File: config.mk
export PLATFORM = sky130hd
export DESIGN_NAME = add_op_impl_chunked_flat
export DESIGN_NICKNAME = d
export VERILOG_FILES = /design/src/rtl/add_op_impl_chunked_if.sv /design/src/rtl/add_op_impl_chunked.sv /design/src/flat_wrapper.sv
export SDC_FILE = /design/constraint.sdc
export NUM_CORES = 1
export LEC_CHECK = 0
export ABC_AREA = 1
export BUFFER_PORTS_ARGS = -buffer_cell sky130_fd_sc_hd__buf_4
export CAP_MARGIN = 20
export CORE_MARGIN = 2
export CORE_UTILIZATION = 55
export DETAILED_ROUTE_END_ITERATION = 8
export PLACE_DENSITY_LB_ADDON = 0.15
export SYNTH_ARGS = -nofsm -noshare
export SYNTH_HDL_FRONTEND = slang
export SYNTH_SLANG_ARGS = --single-unit
File: constraint.sdc
create_clock -name clk -period 9.8 [get_ports clk]
set_clock_uncertainty 0.05 [all_clocks]
set_input_delay 1.47 -clock clk [delete_from_list [all_inputs] [get_ports clk]]
set_output_delay 1.47 -clock clk [all_outputs]
set_load 0.01 [all_outputs]
File: src/rtl/add_op_impl_chunked_if.sv
// Handshake bus for the chunked add/sub operation: request side plus result/flags side.
interface add_op_impl_chunked_if #(
    parameter int unsigned OPERAND_WIDTH = 32
);
    logic                     in_valid;
    logic                     in_ready;
    logic [OPERAND_WIDTH-1:0] lhs;
    logic [OPERAND_WIDTH-1:0] rhs;
    logic                     sub;
    logic                     carry_in;
    logic                     out_valid;
    logic                     out_ready;
    logic [OPERAND_WIDTH-1:0] result;
    logic                     carry_out;
    logic                     overflow;
    logic                     zero;

    // Producer/consumer side of the operation.
    modport master (
        output in_valid, lhs, rhs, sub, carry_in, out_ready,
        input  in_ready, out_valid, result, carry_out, overflow, zero
    );

    // Arithmetic unit side.
    modport slave (
        input  in_valid, lhs, rhs, sub, carry_in, out_ready,
        output in_ready, out_valid, result, carry_out, overflow, zero
    );
endinterface

File: src/rtl/add_op_impl_chunked.sv
// Multi-cycle add/sub: one CHUNK_WIDTH slice per clock with a registered ripple carry.
module add_op_impl_chunked #(
    parameter int unsigned OPERAND_WIDTH = 32,
    parameter int unsigned CHUNK_WIDTH   = 8
) (
    input  logic                  clk,
    input  logic                  reset,
    add_op_impl_chunked_if.slave  bus
);
    localparam int unsigned NUM_CHUNKS = OPERAND_WIDTH / CHUNK_WIDTH;
    localparam int unsigned IDX_W      = (NUM_CHUNKS > 1) ? $clog2(NUM_CHUNKS) : 1;
    localparam int unsigned MSB        = OPERAND_WIDTH - 1;

    // Reject parameter sets that cannot be split into whole chunks.
    if (OPERAND_WIDTH < 1 || CHUNK_WIDTH < 1 || (OPERAND_WIDTH % CHUNK_WIDTH) != 0) begin : g_bad_params
        $error("add_op_impl_chunked: OPERAND_WIDTH must be a nonzero multiple of CHUNK_WIDTH");
    end

    typedef enum logic [1:0] {
        IDLE = 2'd0,
        BUSY = 2'd1,
        DONE = 2'd2
    } state_t;

    state_t                   state_q, state_d;
    logic                     in_ready_q, in_ready_d;
    logic                     out_valid_q, out_valid_d;
    logic                     accept_c;
    logic                     last_c;

    logic [OPERAND_WIDTH-1:0] lhs_q;
    logic [OPERAND_WIDTH-1:0] rhs_q;
    logic [OPERAND_WIDTH-1:0] acc_q;
    logic [OPERAND_WIDTH-1:0] acc_c;
    logic                     carry_q;
    logic [IDX_W-1:0]         idx_q;
    logic [CHUNK_WIDTH:0]     sum_c;
    int unsigned              base_c;

    logic [OPERAND_WIDTH-1:0] result_q;
    logic                     carry_out_q;
    logic                     overflow_q;
    logic                     zero_q;

    assign last_c = (idx_q == IDX_W'(NUM_CHUNKS - 1));

    // State and handshake registers.
    always_ff @(posedge clk) begin
        if (reset) begin
            state_q     <= IDLE;
            in_ready_q  <= 1'b1;
            out_valid_q <= 1'b0;
        end else begin
            state_q     <= state_d;
            in_ready_q  <= in_ready_d;
            out_valid_q <= out_valid_d;
        end
    end

    // Next-state and next handshake values.
    always_comb begin
        state_d     = state_q;
        in_ready_d  = in_ready_q;
        out_valid_d = out_valid_q;
        accept_c    = 1'b0;
        case (state_q)
            IDLE: begin
                if (bus.in_valid && in_ready_q) begin
                    accept_c   = 1'b1;
                    state_d    = BUSY;
                    in_ready_d = 1'b0;
                end
            end
            BUSY: begin
                if (last_c) begin
                    state_d     = DONE;
                    out_valid_d = 1'b1;
                end
            end
            DONE: begin
                if (out_valid_q && bus.out_ready) begin
                    state_d     = IDLE;
                    out_valid_d = 1'b0;
                    in_ready_d  = 1'b1;
                end
            end
            default: begin
                state_d     = IDLE;
                in_ready_d  = 1'b1;
                out_valid_d = 1'b0;
            end
        endcase
    end

    // Current chunk sum and the accumulator with that slice filled in.
    always_comb begin
        base_c = 32'(idx_q) * CHUNK_WIDTH;
        sum_c  = {1'b0, lhs_q[base_c +: CHUNK_WIDTH]}
               + {1'b0, rhs_q[base_c +: CHUNK_WIDTH]}
               + (CHUNK_WIDTH + 1)'(carry_q);
        acc_c  = acc_q;
        acc_c[base_c +: CHUNK_WIDTH] = sum_c[CHUNK_WIDTH-1:0];
    end

    // Operand capture, chunk ripple, and result/flag update on the final chunk.
    always_ff @(posedge clk) begin
        if (reset) begin
            lhs_q       <= '0;
            rhs_q       <= '0;
            acc_q       <= '0;
            carry_q     <= 1'b0;
            idx_q       <= '0;
            result_q    <= '0;
            carry_out_q <= 1'b0;
            overflow_q  <= 1'b0;
            zero_q      <= 1'b0;
        end else if (accept_c) begin
            lhs_q   <= bus.lhs;
            rhs_q   <= bus.sub ? ~bus.rhs : bus.rhs;
            carry_q <= bus.sub | bus.carry_in;
            idx_q   <= '0;
        end else if (state_q == BUSY) begin
            acc_q   <= acc_c;
            carry_q <= sum_c[CHUNK_WIDTH];
            idx_q   <= idx_q + IDX_W'(1);
            if (last_c) begin
                result_q    <= acc_c;
                carry_out_q <= sum_c[CHUNK_WIDTH];
                overflow_q  <= (lhs_q[MSB] == rhs_q[MSB]) && (acc_c[MSB] != lhs_q[MSB]);
                zero_q      <= (acc_c == '0);
            end
        end
    end

    assign bus.in_ready  = in_ready_q;
    assign bus.out_valid = out_valid_q;
    assign bus.result    = result_q;
    assign bus.carry_out = carry_out_q;
    assign bus.overflow  = overflow_q;
    assign bus.zero      = zero_q;
endmodule
File: src/flat_wrapper.sv
// flat-port wrapper written by rule: the top's interface ports become plain ports
module add_op_impl_chunked_flat 
#(
    parameter int unsigned OPERAND_WIDTH = 32,
    parameter int unsigned CHUNK_WIDTH   = 8
)
  (clk, reset, bus_in_valid, bus_lhs, bus_rhs, bus_sub, bus_carry_in, bus_out_ready, bus_in_ready, bus_out_valid, bus_result, bus_carry_out, bus_overflow, bus_zero);
  add_op_impl_chunked_if #(.OPERAND_WIDTH(OPERAND_WIDTH)) bus_i ();
  input  logic clk;
  input  logic reset;
  input wire logic [$bits(bus_i.in_valid)-1:0] bus_in_valid;
  input wire logic [$bits(bus_i.lhs)-1:0] bus_lhs;
  input wire logic [$bits(bus_i.rhs)-1:0] bus_rhs;
  input wire logic [$bits(bus_i.sub)-1:0] bus_sub;
  input wire logic [$bits(bus_i.carry_in)-1:0] bus_carry_in;
  input wire logic [$bits(bus_i.out_ready)-1:0] bus_out_ready;
  output wire logic [$bits(bus_i.in_ready)-1:0] bus_in_ready;
  output wire logic [$bits(bus_i.out_valid)-1:0] bus_out_valid;
  output wire logic [$bits(bus_i.result)-1:0] bus_result;
  output wire logic [$bits(bus_i.carry_out)-1:0] bus_carry_out;
  output wire logic [$bits(bus_i.overflow)-1:0] bus_overflow;
  output wire logic [$bits(bus_i.zero)-1:0] bus_zero;
  assign bus_i.in_valid = bus_in_valid;
  assign bus_i.lhs = bus_lhs;
  assign bus_i.rhs = bus_rhs;
  assign bus_i.sub = bus_sub;
  assign bus_i.carry_in = bus_carry_in;
  assign bus_i.out_ready = bus_out_ready;
  assign bus_in_ready = bus_i.in_ready;
  assign bus_out_valid = bus_i.out_valid;
  assign bus_result = bus_i.result;
  assign bus_carry_out = bus_i.carry_out;
  assign bus_overflow = bus_i.overflow;
  assign bus_zero = bus_i.zero;
  add_op_impl_chunked #(.OPERAND_WIDTH(OPERAND_WIDTH), .CHUNK_WIDTH(CHUNK_WIDTH)) u_core (.clk(clk), .reset(reset), .bus(bus_i));
endmodule
* Word-level counts from Yosys, hierarchy flattened *
Cells that the tools add are included.

storage, ports and cells
  bits in registers = 138

cells by class
  add/sub/neg operators = 4
  eq/ne operators = 8
  shift-type cells = 4
  multiplexer cells = 16
  bitwise gates (word level) = 5
  reduce and logical (&&, ||, !) cells = 12

operators by type and width
  operator                   count
  $shiftx A32 B6 Y8          2
  $neg A5 Y34                1
  $shift A8 B34 Y32 const A  1
  $shiftx A8 B34 Y32         1
  $bwmux W32                 1
  $logic_not A32 Y1          1
  $mux W32                   1
  $not A32 Y32               1
  $reduce_and A3 Y1          4
  $add A8 B8 Y9              1
  $add A9 B1 Y9              1
  $mux W1                    8
  $mux W2                    3
  $ne A2 B1 Y1 const B       3
  $pmux W1 S3                2
  $pmux W2 S3                1
  $eq A2 B2 Y1 const B       2
  $logic_and A1 B1 Y1        3
  $not A1 Y1                 3
  $add A2 B1 Y2 const B      1
  $eq A2 B1 Y1 const B       1
  $logic_not A2 Y1           1
  $reduce_and A2 Y1          1
  $reduce_bool A2 Y1         1
  other kinds (4)            4

* Depth between registers and ports, before layout *
Gate-level depths: netlist (run 1).

  depth after elaboration = 7
  gate-level depth with buffers = 21

* Least setup slack after synthesis (run 1) *
OpenSTA, ideal clock, no wires.

  path type = register to register
  from = reg u_core.idx_q[0]
  to = reg u_core.zero_q (netlist: u_core.bus.zero)
  setup time = 0.071 ns
  arrival = 3.127 ns
  required time = 9.679 ns
  slack = 6.552 ns
  stages on the path, launching flop included = 20
  path buffers = 3
  path through = dfxtp_1 > buf_2 > buf_2 > inv_1 > clkbuf_1 > nor2_1 > o22ai_1 > fa_1 > fa_1 > nand2_4 > nand2_1 > nand3_2 > nand3_1 > nand4_1 > nor2_1 > nor2_1 > nand3_1 > nor2_1 > nand3_1 > a21oi_1

between the ends
  word-level cells in the longest chain between the ends = 6
  elaborated cells between the ends (all ways) = 11
  those cells by class = add/sub: 3; eq/ne: 1; shift: 4; mux: 1; reduce/logical: 2

RTL lines
  item                                  RTL line                                              source
  from (decl)                           add_op_impl_chunked.sv:36                             logic [IDX_W-1:0] idx_q;
  from (signal assigned)                add_op_impl_chunked.sv:125                            idx_q <= idx_q + IDX_W'(1);
  $shiftx A32 B6 Y8 (on tied branches)  add_op_impl_chunked.sv:98, add_op_impl_chunked.sv:99
  $add A8 B8 Y9                         add_op_impl_chunked.sv:99                             + {1'b0, rhs_q[base_c +: CHUNK_WIDTH]}
  $add A9 B1 Y9                         add_op_impl_chunked.sv:100                            + (CHUNK_WIDTH + 1)'(carry_q);
  $shiftx A8 B34 Y32                    add_op_impl_chunked.sv:102                            acc_c[base_c +: CHUNK_WIDTH] = sum_c[CHUNK_WIDTH-1:0];
  $bwmux W32                            add_op_impl_chunked.sv:102
  $logic_not A32 Y1                     add_op_impl_chunked.sv:130                            zero_q <= (acc_c == '0);
  to (signal assigned)                  add_op_impl_chunked.sv:130
  to (decl)                             add_op_impl_chunked.sv:43                             logic zero_q;

Parallel ways exist; a longest one is shown, timed or not.
A chain may end at the register's enable or synchronous reset.

* Worst setup path in the final report (run 1) *
  from = reg u_core.idx_q[1]
  to = reg u_core.zero_q (netlist: u_core.bus.zero)

Same word-level chain as after synthesis.

==> flow_metrics.tcl, run 1 <==
set metrics [dict create \
    status "finished, final reports clean" \
    irDropWorstVdd_mv 0.121 \
    instances_no_fill 1178 \
    final_cell_mix "nor2_1 (158), o21ai_0 (140), dfxtp_1 (138), inv_1 (117), nand2_1 (112)" \
    ys_warn_count 0 \
    dieArea_um2 13100 \
    post-place-cells 1148 \
    yosysUniqueCellTypes 30 \
    post_cts_buffers 0 \
    n_fill_cell 1083 \
    drv_slew 0 \
    start_util_pct 56.2 \
    powerDensity_nw_per_um2 187 \
    ios 107 \
    p_sw_mw 0.427 \
    tightest_slew_ns 1.02 \
    ys.flop_type "dfxtp_1" \
    final_antenna_net_count 0 \
    pwr-share-comb_pct 18.7 \
    arrival_ns 4.19 \
    grt_pass1_vias 5881 \
    dp_hpwl_um 11500 \
    final_common_cell "nor2_1" \
    gr-usage-met1_pct 38.1 \
    via_count 6413 \
    place_congestion 0.947 \
    power_frac_seq_pct 41.6 \
    fmax_mhz 254 \
    yosys-top-cells-area "dfxtp_1 (41%), o21ai_0 (10%), nor2_1 (8.8%)" \
    setup_violations 0 \
    cp-start-kind "flop" \
    cts_tree "built" \
    numCtsBuffers 17 \
    clkTransAtPathRegs_ns 0.05 \
    core_area_um2 12000 \
    grt_max_degree 69 \
    p_int_mw 1.08 \
    num_rows 40 \
    syn_inst 948 \
    use_met2_pct 40.6 \
    relSlewSlack_pct 31.7 \
    synth.top_cell.area_share_pct 41.1 \
    cts_max_path_buffers 2 \
    yosysSeqAreaShare_pct 41.1 \
    cap_violations 0 \
    layout_setup_ws_ns 5.87 \
    grt_busiest_layer "met2" \
    clk_latency_ns 0.43 \
    syn-cell-area_um2 6720 \
    syn_nets 1033 \
    grt_overflow 0 \
    postSynth.asyncResetShare_pct 0 \
    p_total_mw 1.50 \
    finalHoldViolCount 0 \
    io_buffer_count 106 \
    fin_util_pct 67.1 \
    drc 0 \
    finalWirelength_um 17100 \
    vias_per_cell 5.44 \
    critPathKind "reg2reg" \
    place_worst_setup_slack_ns 5.72 \
    clock_sinks 138 \
    cts.repair.resized 0 \
    cp-end-kind "flop" \
    htreeDepth 4 \
    wl_per_cell_um 14.5 \
    clk_root_buffer_cell "clkbuf_16" \
    switching_share_pct 28.4 \
    min_path_type "reg2reg" \
    fin_crit_sh_pct 40.1 \
    final_layout_size_suffix_gt1_share_pct 14.0 \
    clkPwrFrac_pct 39.7 \
    areaGrowthSynthToFinish_pct 19.6 \
    required_ns 10.06 \
    antenna_found_initial 0 \
    crit_fanout 21 \
    chipWidth_um 115 \
    drt_first_pass_iters 6 \
    finalSetupTns_ns 0 \
    ys_seq_elements 138 \
    grt_use_met3_pct 6.41 \
    grt_pass1_wl_um 28300 \
    synth-edff-count 0 \
    finalNetCount 1105 \
    die_h_um 115 \
    period_needed_ns 3.93 \
    p_leak_nw 3.96 \
    grtUsageTotal_pct 27.3 \
    rsz0062_at_grt "false" \
    num_antenna_cells 0 \
    synth_area_per_cell_um2 7.08 \
    drtIter0Drc 605 \
    synth_top_area_cell "dfxtp_1" \
    holdBufCountCts 0 \
]
-- through the flow --
step | hold WS, ns | instance area [um^2]
final | 0.416 | 8030
after global routing | 0.448 | 8030
after CTS | 0.416 | 8030
after detailed placement | 0.410 | 7490
after global placement | 0.403 | 7490
after floorplan | 0.398 | 6720
-- state kept, by name, summed over array words and instances, names as in the netlist --
register	cells
u_core.acc_q	32
u_core.state_q	2
u_core.bus.result	32
u_core.idx_q	2
u_core.bus.out_valid	1
u_core.bus.in_ready	1
u_core.lhs_q	32
u_core.carry_q	1
u_core.bus.overflow	1
u_core.bus.zero	1
u_core.bus.carry_out	1
u_core.rhs_q	32
-- worst max-delay path: stages, from the launching register on --
cell and delay [ns]:
dfxtp_1 0.79, inv_1 0.52, o21ai_0 0.21, o22ai_1 0.13, fa_1 0.44, fa_1 0.48, nand2_4 0.11, nand2_1 0.08
nand3_1 0.09, nand3_1 0.15, inv_1 0.12, nand3_1 0.07, o21ai_0 0.19, nor2_1 0.09, nand2_1 0.08, nor2_1 0.04
nand3_1 0.10, a21oi_1 0.06
-- power by group through the flow --
| stage | combinational [mW] | clock [mW] | sequential, mW |
|---|---|---|---|
| floorplan | 0.202 | 0 | 0.628 |
| global placement | 0.273 | 0 | 0.634 |
| detailed placement | 0.277 | 0 | 0.635 |
| CTS | 0.279 | 0.603 | 0.624 |
| global route | 0.321 | 0.626 | 0.629 |
| finish | 0.281 | 0.597 | 0.624 |
-- synth_stat cells, types with 14 or more instances --
library cell / count
a21oi_1: 21
clkbuf_1: 32
dfxtp_1: 138
inv_1: 118
nand2_1: 112
nand3_1: 67
nor2_1: 158
o211ai_1: 29
o21ai_0: 140
o21bai_1: 14
o22ai_1: 17
xnor2_1: 32
-- metal layers --
metal  vias to the layer above  part of all wire, %  wire, um
met4                         0                  2.5       425
met2                       233                   44      7560
met5                         -                    0         0
met3                        39                  6.8      1160
met1                      2917                   47      7960
li1                       3224                    -         -
-- kinds of logic (layout without fill, tap and decap cells) --
| logic type | after synthesis | after routing | synth area share (%) |
|---|---|---|---|
| XOR/XNOR | 32 | 32 | 4.17 |
| adder cells (fa/ha/maj) | 15 | 15 | 3.02 |
| buffers and inverters | 178 | 261 | 10.4 |
| flip-flops | 138 | 138 | 41.1 |
| AO/OA/AOI/OAI | 231 | 231 | 19.5 |
| AND/OR/NAND/NOR | 354 | 354 | 21.9 |
-- worst paths after layout --
path | from | end | slack, ns | cells after the start
hold / removal | u_core.bus.in_ready$_SDFFE_PP1P_ | u_core.bus.in_ready$_SDFFE_PP1P_ | 0.42 | 2
setup / recovery | u_core.idx_q[1]$_SDFFE_PP0P_ | u_core.bus.zero$_SDFFE_PP0P_ | 5.87 | 17
setup reg to reg | u_core.idx_q[1]$_SDFFE_PP0P_ | u_core.bus.zero$_SDFFE_PP0P_ | 5.87 | 17
hold reg to reg | u_core.bus.in_ready$_SDFFE_PP1P_ | u_core.bus.in_ready$_SDFFE_PP1P_ | 0.42 | 2
-- final cells by class --
type	instances	area, um^2	share of cell area, %
sequential	138	2760	34.4
inverter	121	454	5.66
tap	147	184	2.29
clock buffer	28	507	6.31
multi-input combinational	632	3260	40.6
clock inverter	2	35.0	0.436
timing repair buffer	110	826	10.3
(Power assumes the default switching activity.)
==> run 2: changes to the inputs <==
--- a/config.mk
+++ b/config.mk
@@ -5,11 +5,11 @@
 export SDC_FILE = /design/constraint.sdc
 export NUM_CORES = 1
 export LEC_CHECK = 0
-export ABC_AREA = 1
+export ABC_AREA = 0
 export BUFFER_PORTS_ARGS = -buffer_cell sky130_fd_sc_hd__buf_4
 export CAP_MARGIN = 20
 export CORE_MARGIN = 2
-export CORE_UTILIZATION = 55
+export CORE_UTILIZATION = 51
 export DETAILED_ROUTE_END_ITERATION = 8
 export PLACE_DENSITY_LB_ADDON = 0.15
 export SYNTH_ARGS = -nofsm -noshare
==> constraint.sdc (replaced) <==
create_clock -name clk -period 3.5 [get_ports clk]
set_clock_uncertainty 0.05 [all_clocks]
set_input_delay 0.525 -clock clk [delete_from_list [all_inputs] [get_ports clk]]
set_output_delay 0.525 -clock clk [all_outputs]
set_load 0.01 [all_outputs]
==> flow_metrics.tcl, run 2 <==
set metrics [dict create \
    status "finished, final reports clean" \
    synth.top_cell.area_share_pct 43.7 \
    grtUsageTotal_pct 25.8 \
    drc 0 \
    use_met2_pct 44.5 \
    grt_use_met3_pct 4.85 \
    arrival_ns 3.66 \
    irDropWorstVdd_mv 0.302 \
    clkTransAtPathRegs_ns 0.06 \
    htreeDepth 4 \
    fin_crit_sh_pct 95.7 \
    num_antenna_cells 0 \
    fin_util_pct 65.0 \
    max_stage_delay_ns 0.52 \
    syn_nets 799 \
    core_area_um2 12100 \
    ys_top_cells_by_count "dfxtp_1 (138), nor2_1 (117), nand2_1 (79)" \
    setup_violations 0 \
    yosys.cell_count.top_type "dfxtp_1" \
    required_ns 3.81 \
    vias_per_cell 5.62 \
    tightest_slew_ns 0.962 \
    min_path_type "in2reg" \
    yosysSeqAreaShare_pct 43.7 \
    slowest_stage "mux4_2" \
    numCtsBuffers 17 \
    dieArea_um2 13300 \
    drv_slew 0 \
    gr-usage-met1_pct 31.7 \
    io_buffer_count 106 \
    fmax_mhz 299 \
    p_int_mw 2.98 \
    grt_max_degree 100 \
    synth-edff-count 0 \
    finalSetupTns_ns 0 \
    syn_inst 714 \
    grt_pass1_vias 5186 \
    ios 107 \
    place_congestion 0.895 \
    n_fill_cell 1025 \
    period_needed_ns 3.35 \
    postSynth.asyncResetShare_pct 0 \
    dp_hpwl_um 11700 \
    grt_pass1_wl_um 26500 \
    antenna_found_initial 0 \
    clock_sinks 138 \
    rsz0062_at_grt "false" \
    finalHoldViolCount 0 \
    areaGrowthSynthToFinish_pct 23.9 \
    synth_area_per_cell_um2 8.85 \
    wl_per_cell_um 16.7 \
    pwr-share-comb_pct 17.3 \
    cp-end-kind "flop" \
    relSlewSlack_pct 35.9 \
    crit_fanout 6 \
    cts_tree "built" \
    clk_latency_ns 0.41 \
    p_sw_mw 1.07 \
    start_util_pct 52.4 \
    power_frac_seq_pct 42.4 \
    critPathKind "reg2reg" \
    clk_root_buffer_cell "clkbuf_16" \
    drtIter0Drc 405 \
    yosysUniqueCellTypes 50 \
    grt_overflow 0 \
    yosys-top-cells-area "dfxtp_1 (44%), a211oi_1 (7.7%), nor2_1 (6.9%)" \
    crit_chain "mux4_2, fa_1, fa_1, a211o_1, o21ai_0, xnor2_2, a22oi_1, o21ai_0, nor4_2, a31o_1" \
    powerDensity_nw_per_um2 518 \
    syn-cell-area_um2 6320 \
    finalNetCount 891 \
    clkPwrFrac_pct 40.3 \
    grt_busiest_layer "met2" \
    cap_violations 0 \
    drt_first_pass_iters 4 \
    final_common_cell "dfxtp_1" \
    switching_share_pct 26.5 \
    die_h_um 115 \
    p_leak_nw 3.01 \
    cp-start-kind "flop" \
    synth_top_area_cell "dfxtp_1" \
    cts_max_path_buffers 2 \
    ys_warn_count 0 \
    final_layout_size_suffix_gt1_share_pct 22.3 \
    ys.flop_type "dfxtp_1" \
    via_count 5533 \
    final_antenna_net_count 0 \
    final_cell_mix "dfxtp_1 (137), buf_4 (129), nor2_1 (117), nand2_1 (79), a211oi_1 (65)" \
    ys_seq_elements 138 \
    num_rows 40 \
    hold_ws_ns 0.308 \
    p_total_mw 4.06 \
    chipWidth_um 115 \
    finalWirelength_um 16400 \
    post_cts_buffers 0 \
]
-- run 2: cell count changes in the layout (fill, tap and decap cells not counted), sizes merged, moves of 36 or more --
cell and change:
nor2 -43, a211oi +66, nand3 -65, inv -116
o21ai -133, nand2 -36
-- run 2: worst max-delay path, delay by kind of cell (launching register included) --
family	cells	cell delay [ns]
AOI/OAI and AO/OA	5	1.13
xor gates and xnor gates	1	0.20
adders and majority gates	2	0.87
DFF	1	0.37
muxes	1	0.52
and+or+nand+nor	1	0.15
-- run 2: power by group through the flow --
stage	Combinational [mW]	Clock, mW	Sequential, mW
finish	0.702	1.63	1.72
global route	0.774	1.74	1.73
CTS	0.700	1.66	1.72
detailed placement	0.697	0	1.75
global placement	0.688	0	1.75
floorplan	0.471	0	1.73
-- run 2: timing repair --
| item | 4_1_cts | 5_1_grt |
|---|---|---|
| hold buffers | 0 | 0 |
| setup endpoints to repair | 0 | 1 |
| gates resized for setup | 0 | 2 |
-- run 2: cell families (layout without fill, tap and decap cells) --
| logic type | after synthesis | in the layout | share of synthesized area, % |
|---|---|---|---|
| xor+xnor | 38 | 38 | 5.38 |
| mux | 16 | 16 | 5.70 |
| compound gates | 177 | 177 | 19.5 |
| buf+inv | 63 | 165 | 3.82 |
| flops | 138 | 138 | 43.7 |
| simple gates | 267 | 267 | 18.7 |
| fa+ha+maj | 15 | 15 | 3.21 |
-- run 2: routing by layer --
layer	wire length, um	share of wire, %
met1	7010	43
met2	8330	51
met3	685	4.2
met4	416	2.5
met5	0	0
-- run 2: cell type report --
| cell class | instances | area, um^2 | area share [%] |
|---|---|---|---|
| well taps | 168 | 210 | 2.68 |
| clock buffers | 26 | 489 | 6.24 |
| clock inverters | 3 | 40.0 | 0.511 |
| inverters | 7 | 26.3 | 0.335 |
| multi-input cells | 513 | 3340 | 42.6 |
| flip-flops and latches | 138 | 2760 | 35.3 |
| repair buffers | 129 | 968 | 12.4 |
-- run 2: metrics by stage --
| stage | area [um^2] | worst slack, ns | instances |
|---|---|---|---|
| 2_1_floorplan | 6330 | 0.0630 | 714 |
| 3_3_place_gp | 7290 | 0.195 | 955 |
| 3_5_place_dp | 7290 | 0.112 | 955 |
| 4_1_cts | 7820 | 0.100 | 984 |
| 5_1_grt | 7840 | 0.0228 | 984 |
| 6_report | 7840 | 0.151 | 984 |
-- run 2: final timing paths --
path                                 startpoint                             to  slack (ns)  depth (start not counted)
setup reg to reg   u_core.idx_q[0]$_SDFFE_PP0P_   u_core.bus.zero$_SDFFE_PP0P_        0.15                         10
setup / recovery   u_core.idx_q[0]$_SDFFE_PP0P_   u_core.bus.zero$_SDFFE_PP0P_        0.15                         10
hold / removal                      bus_lhs[19]  u_core.lhs_q[19]$_SDFFE_PP0P_        0.31                          3
hold reg to reg   u_core.lhs_q[15]$_SDFFE_PP0P_  u_core.lhs_q[15]$_SDFFE_PP0P_        0.40                          2
==> run 3: changes to the inputs <==
--- a/config.mk
+++ b/config.mk
@@ -6,7 +6,7 @@
 export NUM_CORES = 1
 export LEC_CHECK = 0
 export ABC_AREA = 0
-export BUFFER_PORTS_ARGS = -buffer_cell sky130_fd_sc_hd__buf_4
+export BUFFER_PORTS_ARGS = -buffer_cell sky130_fd_sc_hd__buf_2
 export CAP_MARGIN = 20
 export CORE_MARGIN = 2
 export CORE_UTILIZATION = 51
==> flow_metrics.tcl, run 3 (synthesized netlist as in run 2, its figures left out) <==
set metrics [dict create \
    status "finished, final reports clean" \
    tightest_slew_ns 0.952 \
    cap_violations 0 \
    areaGrowthSynthToFinish_pct 21.2 \
    n_fill_cell 1041 \
    htreeDepth 4 \
    powerDensity_nw_per_um2 557 \
    critical_path.top_delay_family "compound AO/OA/AOI/OAI gates" \
    finalWirelength_um 16700 \
    grt_pass1_vias 5200 \
    chipWidth_um 115 \
    cts_max_path_buffers 2 \
    p_leak_nw 2.99 \
    arrival_ns 3.58 \
    num_rows 40 \
    dp_hpwl_um 11700 \
    drtIter0Drc 321 \
    clk_root_buffer_cell "clkbuf_16" \
    drt_first_pass_iters 5 \
    start_util_pct 52.4 \
    antenna_found_initial 0 \
    period_needed_ns 3.32 \
    required_ns 3.76 \
    multi_input_area_um2 3340 \
    place_congestion 0.860 \
    ios 107 \
    critPathKind "reg2reg" \
    max_stage_delay_ns 0.52 \
    crit_fanout 6 \
    relSlewSlack_pct 36.5 \
    slowest_stage "mux4_2" \
    io_buffer_count 106 \
    final_layout_size_suffix_gt1_share_pct 22.9 \
    grtUsageTotal_pct 25.9 \
    irDropWorstVdd_mv 0.378 \
    finalHoldViolCount 0 \
    via_count 5450 \
    clock_sinks 138 \
    setup_violations 0 \
    clkTransAtPathRegs_ns 0.06 \
    cp-end-kind "flop" \
    fin_crit_sh_pct 95.0 \
    fin_util_pct 63.5 \
    finalSetupTns_ns 0 \
    core_area_um2 12100 \
    cts_tree "built" \
    min_path_type "in2reg" \
    drv_slew 0 \
    grt_overflow 0 \
    crit_buf_inv 0 \
    clk_latency_ns 0.42 \
    crit_chain "mux4_2, fa_1, fa_1, a211o_1, o21ai_0, xnor2_1, nor2_1, o21ai_0, nor4_2, a31o_1" \
    dieArea_um2 13300 \
    grt_pass1_wl_um 26300 \
    final_antenna_net_count 0 \
    holdBufCountCts 0 \
    grt_max_degree 100 \
    final_common_cell "dfxtp_1" \
    wl_per_cell_um 16.9 \
    vias_per_cell 5.53 \
    place_worst_setup_slack_ns 0.167 \
    finalNetCount 890 \
    layout_setup_ws_ns 0.176 \
    numCtsBuffers 17 \
    cp-start-kind "flop" \
    final_cell_mix "dfxtp_1 (137), nor2_1 (117), buf_2 (105), nand2_1 (79), a211oi_1 (65)" \
    fmax_mhz 301 \
    num_antenna_cells 0 \
    die_h_um 115 \
    rsz0062_at_grt "false" \
    seq_area_um2 2760 \
    drc 0 \
]
==> run 3: cell count changes in the layout (fill, tap and decap cells not counted), sizes merged <==
cell      previous run  this run
buf                129       128
clkinvlp             0         1
bufinv               1         3
clkinv               4         5
clkbuf              26        24
==> run 3: report_power, final <==
part / total [mW] / switching, mW / internal (mW)
clock network: 1.86 / 0.648 / 1.21
registers: 1.72 / 0.0607 / 1.66
logic: 0.690 / 0.407 / 0.283
==> run 3: per-layer routing <==
layer  share of wire (%)  track usage (%)  vias to the layer above
li1                    -                -                     2734
met1                  42             30.8                     2516
met2                  51             44.5                      165
met3                 4.0             5.80                       35
met4                 2.9             11.9                        0
met5                   0                0                        -
==> run 3: final timing paths <==
kind / depth (start not counted) / end / startpoint / slack (ns)
setup reg to reg: 10 / u_core.bus.zero$_SDFFE_PP0P_ / u_core.idx_q[0]$_SDFFE_PP0P_ / 0.18
hold / removal: 3 / u_core.lhs_q[29]$_SDFFE_PP0P_ / bus_lhs[29] / 0.29
hold reg to reg: 2 / u_core.lhs_q[23]$_SDFFE_PP0P_ / u_core.lhs_q[23]$_SDFFE_PP0P_ / 0.40
setup / recovery: 10 / u_core.bus.zero$_SDFFE_PP0P_ / u_core.idx_q[0]$_SDFFE_PP0P_ / 0.18
==> run 3: stage by stage <==
step           cell area [um^2]  power [mW]  cells  hold WS [ns]
3_3_place_gp               7040        2.42    954         0.391
2_1_floorplan              6330        2.20    714         0.383
3_5_place_dp               7040        2.44    954         0.395
6_report                   7660        4.27    985         0.294
5_1_grt                    7660        4.44    985         0.275
4_1_cts                    7650        4.28    985         0.282
==> run 3: final cells by class <==
cell class                      instances  area share, %
Multi-Input combinational cell        513           43.5
Sequential cell                       138           36.1
Timing Repair Buffer                  128           9.28
Clock buffer                           24           6.55
Tap cell                              168           2.74
Clock inverter                          7           1.47
Inverter                                7          0.343
==> run 3: repair_timing <==
action | CTS | global route
setup endpoints to repair | 0 | 1
resized for setup | 0 | 2
setup buffers | 0 | 0
endpoints found under the hold margin | 0 | 0
==> run 3: worst min-delay path: stages <==
cell and delay, ns:
buf_2 0.09, nand2_1 0.05, a21oi_1 0.05
